**src/rtl/rs_alu_station_pkg.sv**
```systemverilog
// Shared types for the ALU reservation station: operand/entry records plus the
// core-wide ALU opcode, flag and width definitions the station consumes.
package rs_alu_station_pkg;

    localparam int unsigned GPR_SIZE        = 32;
    localparam int unsigned ROB_IDX_SIZE    = 4;
    localparam int unsigned RS_SIZE_DEFAULT = 4;

    typedef enum logic [3:0] {
        ALU_PLUS  = 4'd0,
        ALU_MINUS = 4'd1,
        ALU_AND   = 4'd2,
        ALU_OR    = 4'd3,
        ALU_XOR   = 4'd4,
        ALU_LSL   = 4'd5,
        ALU_LSR   = 4'd6,
        ALU_MOV   = 4'd7
    } alu_op_t;

    typedef logic [3:0] nzcv_t;

    // The NZCV slot reuses the GPR-wide value field; flags live in bits [3:0].
    typedef struct packed {
        logic                    ready;
        logic [ROB_IDX_SIZE-1:0] tag;
        logic [GPR_SIZE-1:0]     value;
    } rs_operand_t;

    typedef struct packed {
        alu_op_t                 op;
        logic [ROB_IDX_SIZE-1:0] dst;
        logic                    set_nzcv;
        rs_operand_t             a;
        rs_operand_t             b;
        rs_operand_t             nzcv;
    } rs_entry_t;

endpackage

```
**src/rtl/rs_alu_station_if.sv**
```systemverilog
// Dispatch, result-broadcast and functional-unit issue signals of the ALU
// reservation station; slave is the station, master is whoever drives it.
interface rs_alu_station_if
    import rs_alu_station_pkg::*;
#(
    parameter int unsigned RS_SIZE = RS_SIZE_DEFAULT
);

    logic                      in_flush;

    logic                      in_disp_valid;
    logic                      out_disp_ready;
    alu_op_t                   in_disp_op;
    logic [GPR_SIZE-1:0]       in_disp_val_a;
    logic [GPR_SIZE-1:0]       in_disp_val_b;
    logic                      in_disp_a_ready;
    logic                      in_disp_b_ready;
    logic [ROB_IDX_SIZE-1:0]   in_disp_a_tag;
    logic [ROB_IDX_SIZE-1:0]   in_disp_b_tag;
    nzcv_t                     in_disp_nzcv;
    logic                      in_disp_nzcv_ready;
    logic [ROB_IDX_SIZE-1:0]   in_disp_nzcv_tag;
    logic                      in_disp_set_nzcv;
    logic [ROB_IDX_SIZE-1:0]   in_disp_dst_rob_index;

    logic                      in_cdb_done;
    logic [ROB_IDX_SIZE-1:0]   in_cdb_rob_index;
    logic [GPR_SIZE-1:0]       in_cdb_value;
    logic                      in_cdb_set_nzcv;
    nzcv_t                     in_cdb_nzcv;

    logic                      in_fu_ready;
    logic                      out_fu_start;
    alu_op_t                   out_fu_op;
    logic [GPR_SIZE-1:0]       out_fu_val_a;
    logic [GPR_SIZE-1:0]       out_fu_val_b;
    logic [ROB_IDX_SIZE-1:0]   out_fu_dst_rob_index;
    logic                      out_fu_set_nzcv;
    nzcv_t                     out_fu_nzcv;

    logic [$clog2(RS_SIZE):0]  out_count;

    modport master (
        output in_flush,
        output in_disp_valid, in_disp_op, in_disp_val_a, in_disp_val_b,
        output in_disp_a_ready, in_disp_b_ready, in_disp_a_tag, in_disp_b_tag,
        output in_disp_nzcv, in_disp_nzcv_ready, in_disp_nzcv_tag,
        output in_disp_set_nzcv, in_disp_dst_rob_index,
        output in_cdb_done, in_cdb_rob_index, in_cdb_value, in_cdb_set_nzcv, in_cdb_nzcv,
        output in_fu_ready,
        input  out_disp_ready,
        input  out_fu_start, out_fu_op, out_fu_val_a, out_fu_val_b,
        input  out_fu_dst_rob_index, out_fu_set_nzcv, out_fu_nzcv,
        input  out_count
    );

    modport slave (
        input  in_flush,
        input  in_disp_valid, in_disp_op, in_disp_val_a, in_disp_val_b,
        input  in_disp_a_ready, in_disp_b_ready, in_disp_a_tag, in_disp_b_tag,
        input  in_disp_nzcv, in_disp_nzcv_ready, in_disp_nzcv_tag,
        input  in_disp_set_nzcv, in_disp_dst_rob_index,
        input  in_cdb_done, in_cdb_rob_index, in_cdb_value, in_cdb_set_nzcv, in_cdb_nzcv,
        input  in_fu_ready,
        output out_disp_ready,
        output out_fu_start, out_fu_op, out_fu_val_a, out_fu_val_b,
        output out_fu_dst_rob_index, out_fu_set_nzcv, out_fu_nzcv,
        output out_count
    );

endinterface

```
**src/rtl/rs_operand_wakeup.sv**
```systemverilog
// Tag compare and value capture for one operand slot against the result
// broadcast; in_enable gates the match (used for the flags slot).
module rs_operand_wakeup
    import rs_alu_station_pkg::*;
(
    input  rs_operand_t              in_operand,
    input  logic                     in_cdb_done,
    input  logic                     in_enable,
    input  logic [ROB_IDX_SIZE-1:0]  in_cdb_rob_index,
    input  logic [GPR_SIZE-1:0]      in_cdb_value,
    output rs_operand_t              out_operand
);

    logic hit;

    assign hit = in_cdb_done && in_enable && !in_operand.ready
                 && (in_operand.tag == in_cdb_rob_index);

    always_comb begin
        out_operand = in_operand;
        if (hit) begin
            out_operand.ready = 1'b1;
            out_operand.value = in_cdb_value;
        end
    end

endmodule

```
**src/rtl/rs_alu_station.sv**
```systemverilog
// ALU reservation station: collapsing queue (index 0 oldest) that snoops the
// result bus for wakeup and issues the oldest fully-ready entry to the ALU.
module rs_alu_station
    import rs_alu_station_pkg::*;
#(
    parameter int unsigned RS_SIZE = RS_SIZE_DEFAULT
) (
    input logic              in_clk,
    input logic              in_rst_n,
    rs_alu_station_if.slave  bus
);

    localparam int unsigned IDX_W = $clog2(RS_SIZE);
    localparam int unsigned CNT_W = IDX_W + 1;

    rs_entry_t               entries      [RS_SIZE];
    rs_entry_t               woken        [RS_SIZE];
    rs_entry_t               next_entries [RS_SIZE];
    rs_entry_t               disp_entry;
    rs_operand_t             disp_a, disp_b, disp_n;
    rs_operand_t             disp_wa, disp_wb, disp_wn;
    logic [RS_SIZE-1:0]      valid;
    logic [CNT_W-1:0]        count, count_next, wr_idx;
    logic [IDX_W-1:0]        issue_idx;
    logic                    issue_valid, disp_fire, disp_ready;
    logic [GPR_SIZE-1:0]     cdb_nzcv_word;

    alu_op_t                 sel_op;
    logic [GPR_SIZE-1:0]     sel_val_a, sel_val_b;
    logic [ROB_IDX_SIZE-1:0] sel_dst;
    logic                    sel_set_nzcv;
    nzcv_t                   sel_nzcv;

    logic                    fu_start, fu_set_nzcv;
    alu_op_t                 fu_op;
    logic [GPR_SIZE-1:0]     fu_val_a, fu_val_b;
    logic [ROB_IDX_SIZE-1:0] fu_dst;
    nzcv_t                   fu_nzcv;

    assign cdb_nzcv_word = GPR_SIZE'(bus.in_cdb_nzcv);

    for (genvar g = 0; g < RS_SIZE; g++) begin : g_slot
        rs_operand_t w_a, w_b, w_n;

        assign valid[g] = (CNT_W'(g) < count);

        rs_operand_wakeup u_wake_a (
            .in_operand       (entries[g].a),
            .in_cdb_done      (bus.in_cdb_done),
            .in_enable        (1'b1),
            .in_cdb_rob_index (bus.in_cdb_rob_index),
            .in_cdb_value     (bus.in_cdb_value),
            .out_operand      (w_a)
        );
        rs_operand_wakeup u_wake_b (
            .in_operand       (entries[g].b),
            .in_cdb_done      (bus.in_cdb_done),
            .in_enable        (1'b1),
            .in_cdb_rob_index (bus.in_cdb_rob_index),
            .in_cdb_value     (bus.in_cdb_value),
            .out_operand      (w_b)
        );
        rs_operand_wakeup u_wake_n (
            .in_operand       (entries[g].nzcv),
            .in_cdb_done      (bus.in_cdb_done),
            .in_enable        (bus.in_cdb_set_nzcv),
            .in_cdb_rob_index (bus.in_cdb_rob_index),
            .in_cdb_value     (cdb_nzcv_word),
            .out_operand      (w_n)
        );

        assign woken[g] = '{op: entries[g].op, dst: entries[g].dst,
                            set_nzcv: entries[g].set_nzcv,
                            a: w_a, b: w_b, nzcv: w_n};
    end

    // Same-cycle bypass so a dispatch matching the current broadcast lands ready.
    assign disp_a = '{ready: bus.in_disp_a_ready, tag: bus.in_disp_a_tag,
                      value: bus.in_disp_val_a};
    assign disp_b = '{ready: bus.in_disp_b_ready, tag: bus.in_disp_b_tag,
                      value: bus.in_disp_val_b};
    assign disp_n = '{ready: bus.in_disp_nzcv_ready, tag: bus.in_disp_nzcv_tag,
                      value: GPR_SIZE'(bus.in_disp_nzcv)};

    rs_operand_wakeup u_byp_a (
        .in_operand       (disp_a),
        .in_cdb_done      (bus.in_cdb_done),
        .in_enable        (1'b1),
        .in_cdb_rob_index (bus.in_cdb_rob_index),
        .in_cdb_value     (bus.in_cdb_value),
        .out_operand      (disp_wa)
    );
    rs_operand_wakeup u_byp_b (
        .in_operand       (disp_b),
        .in_cdb_done      (bus.in_cdb_done),
        .in_enable        (1'b1),
        .in_cdb_rob_index (bus.in_cdb_rob_index),
        .in_cdb_value     (bus.in_cdb_value),
        .out_operand      (disp_wb)
    );
    rs_operand_wakeup u_byp_n (
        .in_operand       (disp_n),
        .in_cdb_done      (bus.in_cdb_done),
        .in_enable        (bus.in_cdb_set_nzcv),
        .in_cdb_rob_index (bus.in_cdb_rob_index),
        .in_cdb_value     (cdb_nzcv_word),
        .out_operand      (disp_wn)
    );

    assign disp_entry = '{op: bus.in_disp_op, dst: bus.in_disp_dst_rob_index,
                          set_nzcv: bus.in_disp_set_nzcv,
                          a: disp_wa, b: disp_wb, nzcv: disp_wn};

    assign disp_ready = (count < CNT_W'(RS_SIZE));
    assign disp_fire  = bus.in_disp_valid && disp_ready;
    assign wr_idx     = issue_valid ? (count - 1'b1) : count;

    // Selection looks only at registered readiness; wakeups count from next cycle.
    always_comb begin
        issue_valid  = 1'b0;
        issue_idx    = '0;
        sel_op       = entries[0].op;
        sel_val_a    = entries[0].a.value;
        sel_val_b    = entries[0].b.value;
        sel_dst      = entries[0].dst;
        sel_set_nzcv = entries[0].set_nzcv;
        sel_nzcv     = entries[0].nzcv.value[3:0];
        for (int unsigned i = 0; i < RS_SIZE; i++) begin
            if (!issue_valid && bus.in_fu_ready && valid[i] && entries[i].a.ready
                && entries[i].b.ready && entries[i].nzcv.ready) begin
                issue_valid  = 1'b1;
                issue_idx    = IDX_W'(i);
                sel_op       = entries[i].op;
                sel_val_a    = entries[i].a.value;
                sel_val_b    = entries[i].b.value;
                sel_dst      = entries[i].dst;
                sel_set_nzcv = entries[i].set_nzcv;
                sel_nzcv     = entries[i].nzcv.value[3:0];
            end
        end
    end

    always_comb begin
        next_entries = woken;
        for (int unsigned i = 0; i + 1 < RS_SIZE; i++) begin
            if (issue_valid && IDX_W'(i) >= issue_idx) begin
                next_entries[i] = woken[i + 1];
            end
        end
        if (issue_valid) begin
            next_entries[RS_SIZE-1] = '0;
        end
        for (int unsigned i = 0; i < RS_SIZE; i++) begin
            if (disp_fire && CNT_W'(i) == wr_idx) begin
                next_entries[i] = disp_entry;
            end
        end
    end

    always_comb begin
        count_next = count;
        if (disp_fire && !issue_valid) begin
            count_next = count + 1'b1;
        end else if (!disp_fire && issue_valid) begin
            count_next = count - 1'b1;
        end
    end

    always_ff @(posedge in_clk or negedge in_rst_n) begin
        if (!in_rst_n) begin
            entries     <= '{default: '0};
            count       <= '0;
            fu_start    <= 1'b0;
            fu_op       <= ALU_PLUS;
            fu_val_a    <= '0;
            fu_val_b    <= '0;
            fu_dst      <= '0;
            fu_set_nzcv <= 1'b0;
            fu_nzcv     <= '0;
        end else if (bus.in_flush) begin
            count    <= '0;
            fu_start <= 1'b0;
        end else begin
            entries  <= next_entries;
            count    <= count_next;
            fu_start <= issue_valid;
            if (issue_valid) begin
                fu_op       <= sel_op;
                fu_val_a    <= sel_val_a;
                fu_val_b    <= sel_val_b;
                fu_dst      <= sel_dst;
                fu_set_nzcv <= sel_set_nzcv;
                fu_nzcv     <= sel_nzcv;
            end
        end
    end

    assign bus.out_disp_ready       = disp_ready;
    assign bus.out_count            = count;
    assign bus.out_fu_start         = fu_start;
    assign bus.out_fu_op            = fu_op;
    assign bus.out_fu_val_a         = fu_val_a;
    assign bus.out_fu_val_b         = fu_val_b;
    assign bus.out_fu_dst_rob_index = fu_dst;
    assign bus.out_fu_set_nzcv      = fu_set_nzcv;
    assign bus.out_fu_nzcv          = fu_nzcv;

endmodule

```
**src/flat_wrapper.sv**
```systemverilog
// flat-port wrapper written by rule: the top's interface ports become plain ports
module rs_alu_station_flat import rs_alu_station_pkg::*;
#(
    parameter int unsigned RS_SIZE = RS_SIZE_DEFAULT
)
  (in_clk, in_rst_n, bus_in_flush, bus_in_disp_valid, bus_in_disp_op, bus_in_disp_val_a, bus_in_disp_val_b, bus_in_disp_a_ready, bus_in_disp_b_ready, bus_in_disp_a_tag, bus_in_disp_b_tag, bus_in_disp_nzcv, bus_in_disp_nzcv_ready, bus_in_disp_nzcv_tag, bus_in_disp_set_nzcv, bus_in_disp_dst_rob_index, bus_in_cdb_done, bus_in_cdb_rob_index, bus_in_cdb_value, bus_in_cdb_set_nzcv, bus_in_cdb_nzcv, bus_in_fu_ready, bus_out_disp_ready, bus_out_fu_start, bus_out_fu_op, bus_out_fu_val_a, bus_out_fu_val_b, bus_out_fu_dst_rob_index, bus_out_fu_set_nzcv, bus_out_fu_nzcv, bus_out_count);
  rs_alu_station_if #(.RS_SIZE(RS_SIZE)) bus_i ();
  input logic in_clk;
  input logic in_rst_n;
  input wire logic [$bits(bus_i.in_flush)-1:0] bus_in_flush;
  input wire logic [$bits(bus_i.in_disp_valid)-1:0] bus_in_disp_valid;
  input wire logic [$bits(bus_i.in_disp_op)-1:0] bus_in_disp_op;
  input wire logic [$bits(bus_i.in_disp_val_a)-1:0] bus_in_disp_val_a;
  input wire logic [$bits(bus_i.in_disp_val_b)-1:0] bus_in_disp_val_b;
  input wire logic [$bits(bus_i.in_disp_a_ready)-1:0] bus_in_disp_a_ready;
  input wire logic [$bits(bus_i.in_disp_b_ready)-1:0] bus_in_disp_b_ready;
  input wire logic [$bits(bus_i.in_disp_a_tag)-1:0] bus_in_disp_a_tag;
  input wire logic [$bits(bus_i.in_disp_b_tag)-1:0] bus_in_disp_b_tag;
  input wire logic [$bits(bus_i.in_disp_nzcv)-1:0] bus_in_disp_nzcv;
  input wire logic [$bits(bus_i.in_disp_nzcv_ready)-1:0] bus_in_disp_nzcv_ready;
  input wire logic [$bits(bus_i.in_disp_nzcv_tag)-1:0] bus_in_disp_nzcv_tag;
  input wire logic [$bits(bus_i.in_disp_set_nzcv)-1:0] bus_in_disp_set_nzcv;
  input wire logic [$bits(bus_i.in_disp_dst_rob_index)-1:0] bus_in_disp_dst_rob_index;
  input wire logic [$bits(bus_i.in_cdb_done)-1:0] bus_in_cdb_done;
  input wire logic [$bits(bus_i.in_cdb_rob_index)-1:0] bus_in_cdb_rob_index;
  input wire logic [$bits(bus_i.in_cdb_value)-1:0] bus_in_cdb_value;
  input wire logic [$bits(bus_i.in_cdb_set_nzcv)-1:0] bus_in_cdb_set_nzcv;
  input wire logic [$bits(bus_i.in_cdb_nzcv)-1:0] bus_in_cdb_nzcv;
  input wire logic [$bits(bus_i.in_fu_ready)-1:0] bus_in_fu_ready;
  output wire logic [$bits(bus_i.out_disp_ready)-1:0] bus_out_disp_ready;
  output wire logic [$bits(bus_i.out_fu_start)-1:0] bus_out_fu_start;
  output wire logic [$bits(bus_i.out_fu_op)-1:0] bus_out_fu_op;
  output wire logic [$bits(bus_i.out_fu_val_a)-1:0] bus_out_fu_val_a;
  output wire logic [$bits(bus_i.out_fu_val_b)-1:0] bus_out_fu_val_b;
  output wire logic [$bits(bus_i.out_fu_dst_rob_index)-1:0] bus_out_fu_dst_rob_index;
  output wire logic [$bits(bus_i.out_fu_set_nzcv)-1:0] bus_out_fu_set_nzcv;
  output wire logic [$bits(bus_i.out_fu_nzcv)-1:0] bus_out_fu_nzcv;
  output wire logic [$bits(bus_i.out_count)-1:0] bus_out_count;
  assign bus_i.in_flush = bus_in_flush;
  assign bus_i.in_disp_valid = bus_in_disp_valid;
  assign bus_i.in_disp_op = bus_in_disp_op;
  assign bus_i.in_disp_val_a = bus_in_disp_val_a;
  assign bus_i.in_disp_val_b = bus_in_disp_val_b;
  assign bus_i.in_disp_a_ready = bus_in_disp_a_ready;
  assign bus_i.in_disp_b_ready = bus_in_disp_b_ready;
  assign bus_i.in_disp_a_tag = bus_in_disp_a_tag;
  assign bus_i.in_disp_b_tag = bus_in_disp_b_tag;
  assign bus_i.in_disp_nzcv = bus_in_disp_nzcv;
  assign bus_i.in_disp_nzcv_ready = bus_in_disp_nzcv_ready;
  assign bus_i.in_disp_nzcv_tag = bus_in_disp_nzcv_tag;
  assign bus_i.in_disp_set_nzcv = bus_in_disp_set_nzcv;
  assign bus_i.in_disp_dst_rob_index = bus_in_disp_dst_rob_index;
  assign bus_i.in_cdb_done = bus_in_cdb_done;
  assign bus_i.in_cdb_rob_index = bus_in_cdb_rob_index;
  assign bus_i.in_cdb_value = bus_in_cdb_value;
  assign bus_i.in_cdb_set_nzcv = bus_in_cdb_set_nzcv;
  assign bus_i.in_cdb_nzcv = bus_in_cdb_nzcv;
  assign bus_i.in_fu_ready = bus_in_fu_ready;
  assign bus_out_disp_ready = bus_i.out_disp_ready;
  assign bus_out_fu_start = bus_i.out_fu_start;
  assign bus_out_fu_op = bus_i.out_fu_op;
  assign bus_out_fu_val_a = bus_i.out_fu_val_a;
  assign bus_out_fu_val_b = bus_i.out_fu_val_b;
  assign bus_out_fu_dst_rob_index = bus_i.out_fu_dst_rob_index;
  assign bus_out_fu_set_nzcv = bus_i.out_fu_set_nzcv;
  assign bus_out_fu_nzcv = bus_i.out_fu_nzcv;
  assign bus_out_count = bus_i.out_count;
  rs_alu_station #(.RS_SIZE(RS_SIZE)) u_core (.in_clk(in_clk), .in_rst_n(in_rst_n), .bus(bus_i));
endmodule
```
**config.mk**
```make
export PLATFORM = sky130hd
export DESIGN_NAME = rs_alu_station_flat
export DESIGN_NICKNAME = d
export VERILOG_FILES = /design/src/rtl/rs_alu_station_pkg.sv /design/src/rtl/rs_alu_station_if.sv /design/src/rtl/rs_operand_wakeup.sv /design/src/rtl/rs_alu_station.sv /design/src/flat_wrapper.sv
export SDC_FILE = /design/constraint.sdc
export NUM_CORES = 2
export LEC_CHECK = 0
export ABC_CLOCK_PERIOD_IN_PS = 6900
export CAP_MARGIN = 20
export CORE_UTILIZATION = 55
export CTS_CLUSTER_DIAMETER = 100
export DETAILED_ROUTE_END_ITERATION = 7
export GPL_TIMING_DRIVEN = 0
export HOLD_SLACK_MARGIN = 0.02
export PLACE_DENSITY = 0.76
export SLEW_MARGIN = 20
export SYNTH_ARGS = -nofsm -noshare
export SYNTH_HDL_FRONTEND = slang
export SYNTH_SLANG_ARGS = --single-unit
```
**constraint.sdc**
```tcl
create_clock -name in_clk -period 6.9 [get_ports in_clk]
set_clock_uncertainty 0.2 [all_clocks]
set_input_delay 0.69 -clock in_clk [delete_from_list [all_inputs] [get_ports in_clk]]
set_output_delay 0.69 -clock in_clk [all_outputs]
set_load 0.05 [all_outputs]
```
* Word-level counts from Yosys, hierarchy flattened
Index checks and enable logic that the tools add are counted.
Word-level totals: input bits 139, register bits 533, logic and storage cells 250, output and inout bits 82
Cells by class: bitwise operators 1, equal/unequal tests 18, reduce and logical (&&, ||, !) cells 97, magnitude comparators 8, $add $sub $neg 2, multiplexer cells 68
Operator list (number):
- 120-bit 2-to-1 mux | 8
- 32-bit 2-to-1 mux | 20
- 4-bit equality test | 15
- 1-bit logical AND | 60
- 4-bit 2-to-1 mux | 10
- 1-bit 2-to-1 mux | 24
- 1-bit zero test | 20
- 2-bit AND reduction | 8
- 3-bit 2-to-1 mux | 4
- 3-bit nonzero test | 4
- 2-bit nonzero test | 4
- 2-bit by 3-bit equality test with 1-bit output (first input constant) | 2
- 1-bit by 3-bit < comparator with 1-bit output (first input constant) | 2
- 2-bit by 3-bit < comparator with 1-bit output (first input constant) | 2
- 1-bit by 2-bit greater-or-equal comparator with 1-bit output (first input constant) | 2
- 2-bit 2-to-1 mux | 2
- 3-bit by 1-bit adder with 3-bit output (second input constant) | 1
- 1-bit by 3-bit equality test with 1-bit output (first input constant) | 1
- 3-bit zero test | 1
- 3-bit < comparator (second input constant) | 1
- 3-bit by 1-bit subtractor with 3-bit output (second input constant) | 1
- 2-bit greater-or-equal comparator (first input constant) | 1
- 1-bit inverter | 1

* Logic depth before layout (Yosys ltp)
depth after elaboration 32, mapped depth 13, gate-level depth less buffers 8

* Cells and area by module
A second synthesis with hierarchy kept.
Unflattened totals: cells, all modules 4094, area, all modules 40592.7 sq um
By module, submodules not included:
- rs_alu_station | cells an instance 3389, seq. area each 14038.5 sq um, area each 31452.7 sq um, times used 1
- rs_operand_wakeup | cells an instance 47, seq. area each 0.0 sq um, area each 609.3 sq um, times used 15

* Worst setup path after synthesis
Ideal clock, no wire load.
path type reg-to-reg, from register u_core.count[1] (netlist: u_core.bus.out_count[1]), to register u_core.entries[398] in the netlist's numbering, setup time 0.125 ns, clock period less this slack 3.188 ns, cell stages (with the launch flop) 12, required time 6.575 ns, setup slack 3.712 ns, path buffers 3, arrival 2.864 ns, path through dfrtp_1 -> buf_2 -> inv_1 -> ha_1 -> nor2b_1 -> o21ai_4 -> a21oi_2 -> o32a_1 -> buf_4 -> a31oi_4 -> buf_4 -> mux2_2
Between the ends: longest elaborated chain between the ends 32, elaborated cells between the ends (all ways) 45, classes of those cells add/sub (1); order compare (6); mux (10); reduce/logical (28)
Ends and longest elaborated chain:
- from (decl) | RTL line rs_alu_station.sv:23 | logic [CNT_W-1:0] count, count_next, wr_idx;
- from (signal assigned) | RTL line rs_alu_station.sv:185 | count <= count_next;
- 1-bit by 3-bit < comparator with 1-bit output | RTL line rs_alu_station.sv:45 | assign valid[g] = (CNT_W'(g) < count);
- 1-bit logical AND (2 in series) | RTL line rs_alu_station.sv:129 | if (!issue_valid && bus.in_fu_ready && valid[i] && entries[i].a.ready
- 1-bit logical AND (2 in series) | RTL line rs_alu_station.sv:130 | && entries[i].b.ready && entries[i].nzcv.ready) begin
- 1-bit 2-to-1 mux | RTL line rs_alu_station.sv:129
- 1-bit zero test | RTL line rs_alu_station.sv:129
- 1-bit logical AND (3 in series) | RTL line rs_alu_station.sv:129
- 1-bit logical AND (2 in series) | RTL line rs_alu_station.sv:130
- 1-bit 2-to-1 mux | RTL line rs_alu_station.sv:129
- [8 not listed]
- 1-bit logical AND (3 in series) | RTL line rs_alu_station.sv:129
- 1-bit logical AND (2 in series) | RTL line rs_alu_station.sv:130
- 1-bit 2-to-1 mux | RTL line rs_alu_station.sv:129
- 3-bit 2-to-1 mux | RTL line rs_alu_station.sv:116 | assign wr_idx = issue_valid ? (count - 1'b1) : count;
- 3-bit zero test | RTL line rs_alu_station.sv:154 | if (disp_fire && CNT_W'(i) == wr_idx) begin
- 1-bit logical AND | RTL line rs_alu_station.sv:154
- 3-bit nonzero test (no source line)
- 2-bit AND reduction (no source line)
- to (signal assigned) | RTL line rs_alu_station.sv:184 | entries <= next_entries;
- to (decl) | RTL line rs_alu_station.sv:16 | rs_entry_t entries [RS_SIZE];
Parallel ways exist; a longest one is shown, timed or not. The select of a mux whose other input is x is not followed. A chain may end at the register's enable or synchronous reset.

* Worst setup path after layout
from register u_core.count[1] (netlist: u_core.bus.out_count[1]), to register u_core.entries[166] in the netlist's numbering
Between the ends: longest elaborated chain between the ends 31, elaborated cells between the ends (all ways) 43, classes of those cells add/sub (1); order compare (6); eq/ne (1); mux (10); reduce/logical (25)
Ends and longest elaborated chain (RTL line):
- 1-bit by 3-bit < comparator with 1-bit output | rs_alu_station.sv:45
- 1-bit logical AND (2 in series) | rs_alu_station.sv:129
- 1-bit logical AND (2 in series) | rs_alu_station.sv:130
- 1-bit 2-to-1 mux | rs_alu_station.sv:129
- 1-bit zero test | rs_alu_station.sv:129
- 1-bit logical AND (3 in series) | rs_alu_station.sv:129
- 1-bit logical AND (2 in series) | rs_alu_station.sv:130
- 1-bit 2-to-1 mux | rs_alu_station.sv:129
- [7 not listed]
- 1-bit zero test | rs_alu_station.sv:129
- 1-bit logical AND (3 in series) | rs_alu_station.sv:129
- 1-bit logical AND (2 in series) | rs_alu_station.sv:130
- 2-bit 2-to-1 mux or 1-bit 2-to-1 mux (tied branches) | rs_alu_station.sv:129
- 2-bit greater-or-equal comparator or 3-bit 2-to-1 mux (tied branches) | rs_alu_station.sv:146, rs_alu_station.sv:116
- 1-bit logical AND or 2-bit by 3-bit equality test with 1-bit output (tied branches) | rs_alu_station.sv:146, rs_alu_station.sv:154
- 120-bit 2-to-1 mux or 1-bit logical AND (tied branches) | rs_alu_station.sv:146, rs_alu_station.sv:154
- 120-bit 2-to-1 mux (*) | rs_alu_station.sv:154
Every way passes the cells marked *; elsewhere a longest branch is shown, timed or not. The select of a mux whose other input is x is not followed.

==> impl_metrics.env <==
export IMPL_clock_root_buffer="clkbuf_16"
export IMPL_syn_instance_count=2615
export IMPL_hold_violations=0
export IMPL_arrival_ns=4.48
export IMPL_final_area_mm2=0.0308
export IMPL_die_w_um=220
export IMPL_synthAdderAreaFrac_pct=0.143
export IMPL_ys_seq_area_share_pct=42.9
export IMPL_setup_viol_count_final=0
export IMPL_ys_flop_type="dfrtp_1"
export IMPL_violations="design-rule violations"
export IMPL_routedWlPerCell_um=29.9
export IMPL_max_freq_ghz=0.236
export IMPL_area_growth_pct=17.6
export IMPL_slew_viol_final=0
export IMPL_slew_headroom_pct=20.5
export IMPL_min_period_ns=4.24
export IMPL_dp_cells=3410
export IMPL_rr_endpoint="u_core.entries[166]"
export IMPL_numClockSinks=449
export IMPL_port_buffers=183
export IMPL_synth_xor_area_share_pct=1.84
export IMPL_r2r_start="u_core.bus.out_count[1]"
export IMPL_cts_setup_buffers=0
export IMPL_async_flop_share_pct=100
export IMPL_synth_commonest_cells="449 x dfrtp_1, 291 x mux2i_1, 278 x nor2_1"
export IMPL_cts_hold_buf=1
export IMPL_yosys_top_cells_area="dfrtp_1 43%, mux2i_1 11%, o221ai_1 4.6%"
export IMPL_synthSimpleGateAreaFrac_pct=10.9
export IMPL_r2r_cells=11
export IMPL_synth_area_mux_share_pct=14.4
export IMPL_drc_errors=28
export IMPL_grt_overflow=0
export IMPL_antenna_left=0
export IMPL_slowest_delay_ns=0.96
export IMPL_die_height_um=220
export IMPL_p_per_area_mw_per_mm2=478
export IMPL_drt_initial_drc_count=4158
export IMPL_grt_pass1_vias=24800
export IMPL_vias_per_cell=7.19
export IMPL_power_leakage_nw=13.6
export IMPL_max_cap_violations=0
export IMPL_routabilityCongestion=0.975
export IMPL_setup_worst_path_class="flip-flop to flip-flop"
export IMPL_peakVddDrop_mv=0.264
export IMPL_num_rows=79
export IMPL_crit_required_ns=7.15
export IMPL_start_util_pct=56.0
export IMPL_regToRegSetupSlack_ns=2.66
export IMPL_syn_area_mm2=0.0262
export IMPL_synth_top_family_by_area="compound AO/OA/AOI/OAI gates"
export IMPL_vias=25200
export IMPL_routed_wl_um=105000
export IMPL_ys_types=72
export IMPL_htree_levels=2
export IMPL_core_area_mm2=0.0468
export IMPL_clock_latency_ns=0.62
export IMPL_first_pass_iters=8
export IMPL_antenna_cells=0
export IMPL_ys_seq_elements=449
export IMPL_ys_warn_count=0
export IMPL_cpMostUsedCell="buf_2"
export IMPL_stdcell_count=3502
export IMPL_drive_above_1_share_pct=12.1
export IMPL_syn_area_per_cell_um2=10.0
export IMPL_total_power_mw=14.7
export IMPL_synth_nets=2757
export IMPL_status="finished, violations left"
export IMPL_grt_pass1_wl_um=155000
export IMPL_grt_use_total_pct=43.0
export IMPL_antenna_found_initial=1
export IMPL_period_share_pct=61.4
export IMPL_yosysTopAreaCellShare_pct=42.9
export IMPL_cts_tree="done"
export IMPL_pin_count=221
export IMPL_dpl_hpwl_um=72800
export IMPL_cp_cell_sequence="buf_2, inv_1, ha_1, nor2b_1, o21ai_4, a21oi_2, buf_2, nor2_1, nor3_2, clkbuf_1, a222oi_1"
export IMPL_clkTransAtPathRegs_ns=0.06
export IMPL_synth_compound_area_share_pct=22.9
export IMPL_place_area_mm2=0.0289
export IMPL_hp_class="input port to asynchronous set/reset pin"
export IMPL_fin_nets=2999
export IMPL_cp_end_kind="flip-flop"
export IMPL_tightest_slew_ns=1.19
export IMPL_critPathSlowestCell="nor3_2"
export IMPL_cts_resized=0
export IMPL_tritoncts_num_buffers=51
export IMPL_crit_path_start_kind="flip-flop"
export IMPL_cts_path_max_buffers=3
export IMPL_crit_fanout=10
export IMPL_yosysMostFrequentCell="dfrtp_1"
export IMPL_rsz0062_at_grt="false"
export IMPL_synth_top_area_cell="dfrtp_1"
export IMPL_grt_max_degree=96
export IMPL_die_area_mm2=0.0485
export IMPL_synth_edf_count=0
## how the worst max path moves through the flow
stage	start	to	slack (ns)	depth (start not counted)
after global routing	u_core.bus.out_count[1]	u_core.entries[170]	2.64	11
after CTS	u_core.bus.out_count[1]	u_core.entries[315]	2.90	11
after global placement	in_rst_n	u_core.bus.out_fu_val_a[6]	-15.25	1
after detailed placement	bus_in_disp_valid	u_core.entries[170]	2.51	8
after floorplan	u_core.bus.out_count[1]	u_core.entries[398]	3.71	11
final	u_core.bus.out_count[1]	u_core.entries[166]	2.66	11
## layout by cell type (no fill, tap or decap), types with 16 or more instances in the layout
cell type,count
a211o_1,79
a21oi_1,49
a221oi_1,71
a222oi_1,70
a22o_1,19
a22oi_1,34
a2bb2oi_1,20
a31oi_1,80
a32o_1,32
buf_2,104
buf_4,21
buf_6,16
clkbuf_1,138
clkbuf_16,53
clkdlybuf4s50_1,182
dfrtp_1,449
inv_1,112
mux2_2,72
mux2i_1,291
nand2_1,124
nand2b_1,60
nor2_1,278
nor3_1,20
o21ai_0,38
o221a_2,19
o221ai_1,136
o22ai_1,45
or3_1,81
xnor2_1,26
xor2_1,29
## sequential cells by signal, summed over array words and instances, names as in the netlist
signal	count
u_core.bus.out_fu_val_a	32
u_core.bus.out_fu_start	1
u_core.bus.out_fu_val_b	32
u_core.bus.out_fu_set_nzcv	1
u_core.bus.out_fu_op	4
u_core.bus.out_fu_nzcv	4
u_core.bus.out_count	3
u_core.entries	368
u_core.bus.out_fu_dst_rob_index	4
## per-layer routing
metal / GRT usage, % / vias to the layer above / wire length [µm]
met3: 13.2 / 439 / 13600
met4: 27.9 / 2 / 7010
met5: 0 / - / 15
met2: 63.4 / 2013 / 45700
li1: - / 10400 / -
met1: 54.6 / 12300 / 38200
## logic make-up after synthesis
group,after synthesis
compound gates,739
flops,449
mux,365
xor+xnor,55
buf+inv,393
fa+ha+maj,3
simple gates,611
## power breakdown
part,internal [mW],switching [mW],total [mW]
clock network,1.84,1.18,3.02
registers,3.89,1.10,4.99
logic,2.84,3.86,6.70
total,8.58,6.14,14.7
## stage by stage
stage | worst slack, ns | hold WS (ns) | utilization, % | setup TNS [ns]
final | 2.66 | 0.284 | 65.8 | 0
after global routing | 2.64 | 0.307 | 65.8 | 0
after CTS | 2.90 | 0.276 | 65.8 | 0
after detailed placement | 2.51 | 0.296 | 61.8 | 0
after global placement | -15.25 | 0.289 | 61.5 | -6826.35
after floorplan | 3.71 | 0.194 | - | 0
## area by class of cell
class,instances,area (µm²)
well taps,607,759
flip-flops and latches,449,11200
fillers,3787,16000
clock inverters,17,297
plain buffers,279,1380
repair buffers,189,1980
multi-input cells,1773,13100
clock buffers,74,1550
inverters,114,428
## critical path: cells and delay by family (launching register included)
kind	cells	cell delay [ns]
buffers and inverters	4	1.31
AND/OR/NAND/NOR	3	1.40
adder cells (fa/ha/maj)	1	0.14
AO/OA/AOI/OAI	3	0.54
flip-flops	1	0.44
No activity file was read; power rests on OpenSTA's default activity.
